$ cat config.mk
export PLATFORM = sky130hd
export DESIGN_NAME = bottleneck_narrower_flat
export DESIGN_NICKNAME = d
export VERILOG_FILES = /design/src/rtl/bottleneck_narrower_pkg.sv /design/src/rtl/bottleneck_narrower_if.sv /design/src/rtl/bottleneck_narrower_beat_ctr.sv /design/src/rtl/bottleneck_narrower.sv /design/src/flat_wrapper.sv
export SDC_FILE = /design/constraint.sdc
export NUM_CORES = 1
export LEC_CHECK = 0
export ABC_AREA = 1
export CAP_MARGIN = 20
export CORE_MARGIN = 4
export CORE_UTILIZATION = 40
export CTS_BUF_LIST = sky130_fd_sc_hd__clkbuf_16
export CTS_CLUSTER_SIZE = 16
export DETAILED_ROUTE_END_ITERATION = 7
export PLACE_DENSITY = 0.9
export SLEW_MARGIN = 0
export SYNTH_ARGS = -nofsm -noshare
export SYNTH_HDL_FRONTEND = slang
export SYNTH_SLANG_ARGS = --single-unit
$ cat constraint.sdc
create_clock -name clk_i -period 3.2 [get_ports clk_i]
set_input_delay 0.8 -clock clk_i [delete_from_list [all_inputs] [get_ports clk_i]]
set_output_delay 0.8 -clock clk_i [all_outputs]
set_load 0.02 [all_outputs]
$ cat src/rtl/bottleneck_narrower_pkg.sv
// bottleneck_pkg: shared definitions for the bottleneck narrower.
//   siz_e      - access size encoding (log2 of the access byte count).
//   beats_for  - number of slave beats one master access needs.
//   lane_mask  - address offset bits that must be zero for a naturally
//                aligned access of the given size.
`timescale 1ns/1ps
package bottleneck_pkg;

    typedef enum logic [1:0] {
        SIZ_BYTE  = 2'd0,
        SIZ_HALF  = 2'd1,
        SIZ_WORD  = 2'd2,
        SIZ_DWORD = 2'd3
    } siz_e;

    // An access narrower than the slave port still costs one beat.
    function automatic int beats_for(input logic [1:0] siz, input int slave_w);
        int bytes;
        int sb;
        bytes = 1 << siz;
        sb    = slave_w / 8;
        return (bytes > sb) ? bytes / sb : 1;
    endfunction

    // Offset bits within an access of this size: 0, 1, 3 or 7.
    function automatic logic [2:0] lane_mask(input logic [1:0] siz);
        return 3'((4'd1 << siz) - 4'd1);
    endfunction

endpackage

$ cat src/rtl/bottleneck_narrower_if.sv
// bottleneck_narrower_if: master-side and slave-side signals of the narrower.
//   bridge - the narrower itself (takes M*I / S*I, drives M*O / S*O).
//   master - the core side that issues accesses.
//   slave  - the narrow bus side that answers beats.
// Handshake: a master access is offered while MCycI & MStbI are high and is
// held stable until MAckO or MErrO; a slave beat is offered while SStbO is
// high and completes in the cycle SAckI or SErrI is sampled high.
// dbgBeat / dbgBusy expose the internal beat counter and busy flag.
`timescale 1ns/1ps
interface bottleneck_narrower_if #(
    parameter int ADDR_W   = 64,
    parameter int MASTER_W = 64,
    parameter int SLAVE_W  = 16
);
    localparam int MAX_NB = MASTER_W / SLAVE_W;
    localparam int BEAT_W = (MAX_NB > 1) ? $clog2(MAX_NB) : 1;

    logic [ADDR_W-1:0]   MAdrI;
    logic [MASTER_W-1:0] MDatI;
    logic [1:0]          MSizI;
    logic                MSignedI;
    logic                MWeI;
    logic                MCycI;
    logic                MStbI;
    logic                MAckO;
    logic                MErrAlignO;
    logic                MErrO;
    logic [MASTER_W-1:0] MDatO;

    logic [ADDR_W-1:0]   SAdrO;
    logic [SLAVE_W-1:0]  SDatO;
    logic [1:0]          SSizO;
    logic                SSignedO;
    logic                SWeO;
    logic                SCycO;
    logic                SStbO;
    logic                SAckI;
    logic                SErrI;
    logic [SLAVE_W-1:0]  SDatI;

    logic [BEAT_W-1:0]   dbgBeat;
    logic                dbgBusy;

    modport bridge (
        input  MAdrI, MDatI, MSizI, MSignedI, MWeI, MCycI, MStbI,
        output MAckO, MErrAlignO, MErrO, MDatO,
        output SAdrO, SDatO, SSizO, SSignedO, SWeO, SCycO, SStbO,
        input  SAckI, SErrI, SDatI,
        output dbgBeat, dbgBusy
    );

    modport master (
        output MAdrI, MDatI, MSizI, MSignedI, MWeI, MCycI, MStbI,
        input  MAckO, MErrAlignO, MErrO, MDatO
    );

    modport slave (
        input  SAdrO, SDatO, SSizO, SSignedO, SWeO, SCycO, SStbO,
        output SAckI, SErrI, SDatI
    );

endinterface

$ cat src/rtl/bottleneck_narrower_beat_ctr.sv
// bottleneck_beat_ctr: beat index and busy flag for one master access.
//   clk_i, reset_ni - clock, asynchronous active-low reset
//   stb             - slave strobe currently offered
//   ack, err        - slave beat acknowledge / error
//   lastBeat        - index of the final beat of the current access
//   beat            - registered index of the beat being offered
//   isFinal         - current beat is the final one
//   busy            - an access is partway through its beats
`timescale 1ns/1ps
module bottleneck_beat_ctr #(
    parameter  int MAX_NB = 4,
    localparam int BEAT_W = (MAX_NB > 1) ? $clog2(MAX_NB) : 1
) (
    input  logic              clk_i,
    input  logic              reset_ni,
    input  logic              stb,
    input  logic              ack,
    input  logic              err,
    input  logic [BEAT_W-1:0] lastBeat,
    output logic [BEAT_W-1:0] beat,
    output logic              isFinal,
    output logic              busy
);

    assign isFinal = (beat == lastBeat);

    // Any cycle without a strobe (drop, misalignment) forgets the burst, so
    // the next access always starts at beat 0.
    always_ff @(posedge clk_i or negedge reset_ni) begin
        if (!reset_ni) begin
            beat <= '0;
            busy <= 1'b0;
        end else if (!stb || err || (ack && isFinal)) begin
            beat <= '0;
            busy <= 1'b0;
        end else begin
            busy <= 1'b1;
            if (ack) begin
                beat <= beat + 1'b1;
            end
        end
    end

endmodule

$ cat src/rtl/bottleneck_narrower.sv
// bottleneck_narrower: splits one master access (1/2/4/8 bytes) into
// naturally aligned beats on a narrower slave port.
//   clk_i, reset_ni - clock, asynchronous active-low reset
//   bus (bridge)    - master request/response, slave beat signals, debug
// Read data of earlier beats is parked in a hold register; the final beat's
// data is forwarded live so MAckO lands in the same cycle as the last SAckI.
`timescale 1ns/1ps
module bottleneck_narrower
    import bottleneck_pkg::*;
#(
    parameter int MASTER_W = 64,
    parameter int SLAVE_W  = 16,
    parameter int ADDR_W   = 64
) (
    input  logic                  clk_i,
    input  logic                  reset_ni,
    bottleneck_narrower_if.bridge bus
);

    localparam int SB     = SLAVE_W / 8;
    localparam int SLG    = $clog2(SB);
    localparam int MAX_NB = MASTER_W / SLAVE_W;
    localparam int BEAT_W = (MAX_NB > 1) ? $clog2(MAX_NB) : 1;

    if (SLAVE_W > MASTER_W || MASTER_W < 16 || MASTER_W > 64 || SLAVE_W < 8 ||
        (MASTER_W & (MASTER_W - 1)) != 0 || (SLAVE_W & (SLAVE_W - 1)) != 0)
    begin : g_param_check
        $error("bottleneck_narrower: unsupported MASTER_W=%0d SLAVE_W=%0d",
               MASTER_W, SLAVE_W);
    end

    logic                             req;
    logic                             sizeBad;
    logic                             misalign;
    logic                             alignErr;
    logic                             stb;
    logic                             mAck;
    logic [1:0]                       slvSiz;
    logic [BEAT_W-1:0]                beat;
    logic [BEAT_W-1:0]                lastBeat;
    logic                             isFinal;
    logic                             busy;
    logic [MAX_NB-1:0][SLAVE_W-1:0]   wrLanes;
    logic [MAX_NB-1:0][SLAVE_W-1:0]   hold;
    logic [MAX_NB-1:0][SLAVE_W-1:0]   rdData;

    assign req      = bus.MCycI & bus.MStbI;
    assign sizeBad  = (4'd1 << bus.MSizI) > 4'(MASTER_W / 8);
    assign misalign = |(bus.MAdrI[2:0] & lane_mask(bus.MSizI));
    assign alignErr = req & (sizeBad | misalign);
    assign stb      = req & ~alignErr & reset_ni;
    assign slvSiz   = 2'(SLG);

    // Truncation only matters for oversized accesses, which never strobe.
    assign lastBeat = BEAT_W'(beats_for(bus.MSizI, SLAVE_W) - 1);

    bottleneck_beat_ctr #(.MAX_NB(MAX_NB)) u_beatCtr (
        .clk_i    (clk_i),
        .reset_ni (reset_ni),
        .stb      (stb),
        .ack      (bus.SAckI),
        .err      (bus.SErrI),
        .lastBeat (lastBeat),
        .beat     (beat),
        .isFinal  (isFinal),
        .busy     (busy)
    );

    assign wrLanes = bus.MDatI;

    // Error wins over ack, so an erroring beat is never captured.
    always_ff @(posedge clk_i or negedge reset_ni) begin
        if (!reset_ni) begin
            hold <= '0;
        end else if (stb && bus.SAckI && !bus.SErrI && !isFinal) begin
            hold[beat] <= bus.SDatI;
        end
    end

    always_comb begin
        rdData           = hold;
        rdData[lastBeat] = bus.SDatI;
        if (lastBeat == '0) begin
            rdData = MASTER_W'(bus.SDatI);
        end
    end

    assign mAck = stb & bus.SAckI & ~bus.SErrI & isFinal;

    assign bus.MAckO      = mAck;
    assign bus.MErrO      = stb & bus.SErrI;
    assign bus.MErrAlignO = alignErr;
    assign bus.MDatO      = mAck ? rdData : hold;

    // Slave-side fields are zeroed whenever no beat is offered.
    assign bus.SStbO    = stb;
    assign bus.SCycO    = stb;
    assign bus.SWeO     = bus.MWeI & stb;
    assign bus.SAdrO    = stb ? bus.MAdrI + (ADDR_W'(beat) << SLG) : '0;
    assign bus.SDatO    = stb ? wrLanes[beat] : '0;
    assign bus.SSizO    = stb ? ((bus.MSizI < slvSiz) ? bus.MSizI : slvSiz) : 2'd0;
    assign bus.SSignedO = stb & bus.MSignedI & (bus.MSizI < slvSiz);

    assign bus.dbgBeat = beat;
    assign bus.dbgBusy = busy;

endmodule

$ cat src/flat_wrapper.sv
// flat-port wrapper written by rule: the top's interface ports become plain ports
module bottleneck_narrower_flat import bottleneck_pkg::*;
#(
    parameter int MASTER_W = 64,
    parameter int SLAVE_W  = 16,
    parameter int ADDR_W   = 64
)
  (clk_i, reset_ni, bus_MAdrI, bus_MDatI, bus_MSizI, bus_MSignedI, bus_MWeI, bus_MCycI, bus_MStbI, bus_MAckO, bus_MErrAlignO, bus_MErrO, bus_MDatO, bus_SAdrO, bus_SDatO, bus_SSizO, bus_SSignedO, bus_SWeO, bus_SCycO, bus_SStbO, bus_SAckI, bus_SErrI, bus_SDatI, bus_dbgBeat, bus_dbgBusy);
  bottleneck_narrower_if #(.ADDR_W(ADDR_W), .MASTER_W(MASTER_W), .SLAVE_W(SLAVE_W)) bus_i ();
  input  logic clk_i;
  input  logic reset_ni;
  input wire logic [$bits(bus_i.MAdrI)-1:0] bus_MAdrI;
  input wire logic [$bits(bus_i.MDatI)-1:0] bus_MDatI;
  input wire logic [$bits(bus_i.MSizI)-1:0] bus_MSizI;
  input wire logic [$bits(bus_i.MSignedI)-1:0] bus_MSignedI;
  input wire logic [$bits(bus_i.MWeI)-1:0] bus_MWeI;
  input wire logic [$bits(bus_i.MCycI)-1:0] bus_MCycI;
  input wire logic [$bits(bus_i.MStbI)-1:0] bus_MStbI;
  output wire logic [$bits(bus_i.MAckO)-1:0] bus_MAckO;
  output wire logic [$bits(bus_i.MErrAlignO)-1:0] bus_MErrAlignO;
  output wire logic [$bits(bus_i.MErrO)-1:0] bus_MErrO;
  output wire logic [$bits(bus_i.MDatO)-1:0] bus_MDatO;
  output wire logic [$bits(bus_i.SAdrO)-1:0] bus_SAdrO;
  output wire logic [$bits(bus_i.SDatO)-1:0] bus_SDatO;
  output wire logic [$bits(bus_i.SSizO)-1:0] bus_SSizO;
  output wire logic [$bits(bus_i.SSignedO)-1:0] bus_SSignedO;
  output wire logic [$bits(bus_i.SWeO)-1:0] bus_SWeO;
  output wire logic [$bits(bus_i.SCycO)-1:0] bus_SCycO;
  output wire logic [$bits(bus_i.SStbO)-1:0] bus_SStbO;
  input wire logic [$bits(bus_i.SAckI)-1:0] bus_SAckI;
  input wire logic [$bits(bus_i.SErrI)-1:0] bus_SErrI;
  input wire logic [$bits(bus_i.SDatI)-1:0] bus_SDatI;
  output wire logic [$bits(bus_i.dbgBeat)-1:0] bus_dbgBeat;
  output wire logic [$bits(bus_i.dbgBusy)-1:0] bus_dbgBusy;
  assign bus_i.MAdrI = bus_MAdrI;
  assign bus_i.MDatI = bus_MDatI;
  assign bus_i.MSizI = bus_MSizI;
  assign bus_i.MSignedI = bus_MSignedI;
  assign bus_i.MWeI = bus_MWeI;
  assign bus_i.MCycI = bus_MCycI;
  assign bus_i.MStbI = bus_MStbI;
  assign bus_MAckO = bus_i.MAckO;
  assign bus_MErrAlignO = bus_i.MErrAlignO;
  assign bus_MErrO = bus_i.MErrO;
  assign bus_MDatO = bus_i.MDatO;
  assign bus_SAdrO = bus_i.SAdrO;
  assign bus_SDatO = bus_i.SDatO;
  assign bus_SSizO = bus_i.SSizO;
  assign bus_SSignedO = bus_i.SSignedO;
  assign bus_SWeO = bus_i.SWeO;
  assign bus_SCycO = bus_i.SCycO;
  assign bus_SStbO = bus_i.SStbO;
  assign bus_i.SAckI = bus_SAckI;
  assign bus_i.SErrI = bus_SErrI;
  assign bus_i.SDatI = bus_SDatI;
  assign bus_dbgBeat = bus_i.dbgBeat;
  assign bus_dbgBusy = bus_i.dbgBusy;
  bottleneck_narrower #(.MASTER_W(MASTER_W), .SLAVE_W(SLAVE_W), .ADDR_W(ADDR_W)) u_core (.clk_i(clk_i), .reset_ni(reset_ni), .bus(bus_i));
endmodule
# Word level (Yosys, flattened, before mapping)
# Index checks and enable logic that the tools add are counted.
# word_totals
register_bits	67
input_bits	154
# op_classes
add_sub_neg	5
n_lt_le_gt_ge	7
eq_ne	1
shifts	2
n_mux	18
n_bitwise	16
reduce_logical	14
# ops
cell	n
$mux W64	3
$bwmux W64	2
$add A64 B3 Y64	1
$demux W16 S2	2
$mux W16	4
$bmux W16 S2	1
$gt A32 B3 Y1 const B	1
$shl A1 B2 Y32 const A	1
$and A1 B1 Y1	12
$mux W2	5
$logic_and A1 B1 Y1	6
$lt A2 B3 Y1 const B	2
$ge A2 B1 Y1 const B	2
$gt A4 B4 Y1 const B	1
$shl A1 B2 Y4 const A	1
$and A3 B3 Y3	1
$logic_not A1 Y1	3
$reduce_or A3 Y1	1
$sub A3 B1 Y3 const B	1
$add A2 B1 Y2	1
$add A2 B1 Y2 const B	1
$eq A2 B2 Y1	1
$logic_not A2 Y1	1
$logic_or A1 B1 Y1	2
other kinds (6)	7

# Depth between registers and ports, before layout
# logic_depth
ltp_word	13
depth_mapped	13
depth_no_buf	12

# Hierarchy
# From an unflattened synthesis, not the netlist that was laid out.
# hier_totals
hier_cells	1176
area_unflattened_um2	6611.3
# modules_own_cells
module	n_inst	cells_per_inst	area_per_inst_um2	seq_area_each_um2
bottleneck_narrower	1	1146	6421.2	1601.5
bottleneck_beat_ctr	1	30	190.2	75.1

# Worst setup path after synthesis
# Ideal clock, no wire load.
# synth_path
path_kind	reg2out
start	register u_core.u_beatCtr.beat[1]
end	output bus_SAdrO[63]
arrival_ns	2.744
t_required_ns	2.400
path_slack_ns	-0.344
stages_incl_launch_ff	12
n_path_buf	2
path_cell_list	dfrtp_1 buf_4 clkinv_1 buf_1 fa_1 nor2_4 nand2_1 nor2_2 nand2_1 o21bai_1 nand2_1 nor2_1
# synth_via
elab_chain_cells	2
# synth_rtl
element	line	rtl
from (decl)	bottleneck_narrower_beat_ctr.sv:20	output logic [BEAT_W-1:0] beat,
from (signal assigned)	bottleneck_narrower_beat_ctr.sv:39	beat <= beat + 1'b1;
$add A64 B3 Y64	bottleneck_narrower.sv:99	assign bus.SAdrO = stb ? bus.MAdrI + (ADDR_W'(beat) << SLG) : '0;
$mux W64	bottleneck_narrower.sv:99	
to (decl)	flat_wrapper.sv:23	output wire logic [$bits(bus_i.SAdrO)-1:0] bus_SAdrO;
# No other way between the ends.

# Final worst setup path
# layout_path
start	input bus_MSizI[0]
end	output bus_MDatO[41]
# layout_via
elab_chain_cells	13
elab_cells_between_ends	29
cone_classes	add/sub (3); order compare (4); eq/ne (1); shift (2); mux (6); bitwise (10); reduce/logical (3)
# layout_rtl
element	line	rtl
from (decl)	flat_wrapper.sv:14	input wire logic [$bits(bus_i.MSizI)-1:0] bus_MSizI;
parallel branches: the longest is 12 deep, another holds $gt A32 B3 Y1	--	
$mux W64 (*)	bottleneck_narrower.sv:93	assign bus.MDatO = mAck ? rdData : hold;
to (decl)	flat_wrapper.sv:22	output wire logic [$bits(bus_i.MDatO)-1:0] bus_MDatO;
# Every way passes the cells marked *.

==> summary.md <==
| Metric | Value |
|---|---|
| Bufs on Longest Clock Path | `2` |
| Setup Viol. Count Final | `104` |
| Post-route cell area | `14200 sq um` |
| Area of the mapped netlist | `7260 sq um` |
| Max Transition Viols Final | `0` |
| Seq pwr share | `30.4%` |
| Peak VDD IR | `0.000408 V` |
| H-tree depth | `3` |
| Worst R2R End | `u_core.hold[62]` |
| Total track usage | `34.0%` |
| Largest net degree at the start of global routing | `68` |
| Max cap viols | `0` |
| M1 wire length | `14.1 mm` |
| Uppermost layer routed | `met5` |
| Asr flop ratio synth | `100%` |
| CTS tree | `built` |
| Initial Util | `41.4%` |
| Most frequently used flop master after synthesis | `dfrtp_1` |
| RSZ-0062 raised after global routing | `true` |
| Root buffer cell | `clkbuf_16` |
| PwrDens | `215 nW/um^2` |
| First-pass GRT wire length | `54.8 mm` |
| DR iter-0 viols | `1277` |
| Layout cells sized above 1 | `43.9%` |
| CP endpoint kind | `output pin` |
| Post-synth cell types | `39` |
| WP data arrival | `2.66 ns` |
| Yosys top cell area share | `23.1%` |
| Hold Crit Depth | `2` |
| Drt pass-1 iters | `8` |
| Critical path class | `primary input to output pin` |
| Failing checks | `DRC, setup timing` |
| Core Region | `17500 sq um` |
| Crit-path max FO | `16` |
| Leak | `0.00676 uW` |
| Synth area leaders | `dfrtp_1 (23%), nand2_1 (21%), nor2_1 (14%)` |
| Most frequent cell after synthesis | `nand2_1` |
| HPWL Detailed | `26.4 mm` |
| Most instantiated cells after synthesis | `nand2_1 (414), nor2_1 (266), inv_1 (117), o21ai_0 (104), o21ai_1 (82)` |
| Sequential fraction of the synthesis area | `23.1%` |
| Vias in the first global route | `10.5k` |
| Clock-pin slew on the worst setup and hold paths | `0.06 ns` |
| Io pins | `310` |
| Fin. Hold Viols | `0` |
| GP Congestion | `1.05` |
| Launch point of the worst path | `bus_MSizI[0]` |
| Synth Register Bits | `67` |
| Area post-placement | `12000 sq um` |
| Rel. slew slack | `41.4%` |
| Clk pwr share | `32.1%` |
| FF-to-FF setup slack | `0.83 ns` |
| Fmax | `289 MHz` |
| Fin crit share | `108%` |
| Initial antenna violation count | `2` |
| Worst EP required | `2.40 ns` |
| CP startpoint kind | `primary input` |
| Min cycle time layout | `3.46 ns` |
| Die Height | `143 microns` |
| Clock sink count | `67` |
| Syn avg cell area | `5.68 sq um` |
| Cell taking the most area after synthesis | `dfrtp_1` |
| Die area | `20400 sq um` |
| Worst-margin pin slew | `0.880 ns` |
| Cts-stage hold buffer count | `0` |
| Met3 WL | `4.47 mm` |
| Final WS setup | `-0.258 ns` |
| Drt drc | `7` |
| Port-buffer cells | `308` |
| Drt wl/cell | `21.0 microns` |
| Clk_lat worst skew | `0.34 ns` |
| Final core occ | `81.1%` |
| Warnings from Yosys | `0` |
| ANT nets after route | `0` |
| Fin Hold WS | `0.496 ns` |
| Comb pwr share | `37.5%` |
| Worst R2R Start | `u_core.u_beatCtr.beat[0]` |
| Total grt overflow | `0` |
| Pint | `2000 uW` |
| P_sw | `1060 uW` |
| Syn Inst Count | `1277` |
| FP Rows | `48` |
| Seq. cell area | `1680 sq um` |
| Inserted Clock Buffers | `9` |
| Worst R2R Path Depth | `9` |
| Worst setup path end | `bus_MDatO[41]` |
| Outcome | `finished, violations left` |
| Sw Share | `34.8%` |
| Fillers | `1136` |
| Worst clock skew | `0.00521 ns` |
| Met2 WL | `20.9 mm` |
| Nets | `1957` |
| Vias | `11.5k` |
| Die width | `143 microns` |
| Area Growth Syn to Fin | `95.9%` |
| Area of the multi-input gates | `6330 sq um` |
| DR vias/cell | `5.66` |
| Synthesized Nets | `1440` |
| Final Routed Wirelength | `42.6 mm` |
| EDFF count, synth | `0` |
| Hold crit path type | `flip-flop to flip-flop` |
[critical path, stage by stage]
cell     delay, ns
buf_8         0.12
inv_8         0.06
nand2_8       0.05
ha_4          0.26
inv_2         0.04
nand2_4       0.07
nand3_4       0.08
nor2_4        0.20
buf_4         0.15
nand2_2       0.06
nor2_4        0.17
nand2_8       0.14
nand2_1       0.16
nand2_1       0.11
buf_2         0.17
[state kept, by name, indices dropped and copies added (netlist names)]
signal	count
u_core.hold	64
u_core.u_beatCtr.beat	2
u_core.u_beatCtr.busy	1
[cell usage in the layout (no fill, tap or decap), types with 7 or more instances in the layout]
cell / n
dfrtp_1: 66
o21ai_4: 23
inv_2: 12
clkbuf_2: 22
nor2_1: 167
a21oi_2: 15
o21ai_1: 71
nor2_4: 32
nand3_2: 7
buf_6: 88
nand2_4: 30
o21ai_0: 66
buf_2: 20
nand2_1: 323
nand3_1: 21
inv_1: 106
o21ai_2: 26
clkdlybuf4s50_1: 93
buf_12: 11
buf_4: 268
dlygate4sd2_1: 24
clkbuf_16: 16
dlymetal6s2s_1: 9
nand2_2: 63
xor2_1: 18
a31o_2: 16
nor2_2: 73
clkdlybuf4s15_1: 9
[through the flow]
step	setup slack [ns]	std cells	TNS, ns	power (uW)
after floorplan	-0.0435	1277	-0.807	1280
after CTS	-0.143	2001	-4.25	2840
after detailed placement	-1.15	1959	-136.45	1840
after global routing	-0.376	2025	-15.09	3150
after global placement	-1.11	1959	-132.53	1820
final	-0.258	2025	-10.62	3060
[per-layer routing]
metal / track usage [%] / vias to the layer above
li1: - / 5071
met1: 38.9 / 5216
met2: 61.4 / 895
met3: 7.00 / 270
met4: 14.1 / 2
met5: 0 / -
[cell families (layout without fill, tap and decap cells)]
logic type / count (synthesis) / count (layout) / synth area share, %
AND/OR/NAND/NOR: 756 / 759 / 43.2
AO/OA/AOI/OAI: 231 / 231 / 17.0
buffers and inverters: 180 / 699 / 10.9
flip-flops: 67 / 67 / 23.1
XOR/XNOR: 33 / 33 / 4.09
adder cells (fa/ha/maj): 9 / 9 / 1.66
other: 1 / 2 / 0.0517
[cell type report]
| cell class | instances | share of cell area [%] |
|---|---|---|
| antenna | 1 | 0.0176 |
| clock buffer | 9 | 1.58 |
| clock inverter | 7 | 0.422 |
| inverter | 122 | 3.40 |
| multi-input combinational | 1033 | 44.6 |
| sequential | 67 | 11.8 |
| tap | 225 | 1.98 |
| timing repair buffer | 561 | 36.2 |
[worst min-delay path by stage]
| stage | start | to | slack (ns) |
|---|---|---|---|
| final | u_core.hold[47] | u_core.hold[47] | 0.50 |
| after global placement | u_core.hold[47] | u_core.hold[47] | 0.47 |
| after CTS | u_core.hold[36] | u_core.hold[36] | 0.49 |
| after detailed placement | u_core.hold[36] | u_core.hold[36] | 0.48 |
| after global routing | u_core.hold[47] | u_core.hold[47] | 0.51 |
| after floorplan | u_core.hold[32] | u_core.hold[32] | 0.46 |
[power by group through the flow]
stage / Combinational (uW) / Sequential [uW] / Clock (uW)
6_report: 1150 / 930 / 983
2_1_floorplan: 362 / 915 / 0
5_1_grt: 1200 / 930 / 1010
3_3_place_gp: 900 / 920 / 0
4_1_cts: 972 / 911 / 954
3_5_place_dp: 914 / 922 / 0
[timing repair]
item	4_1_cts	5_1_grt
endpoints found under the hold margin	0	0
setup buffers	19	23
gates resized for setup	972	425
pin swaps	74	60
gates cloned	7	9
endpoints found under the setup margin	152	142
Power figures use the tool's default switching activity.
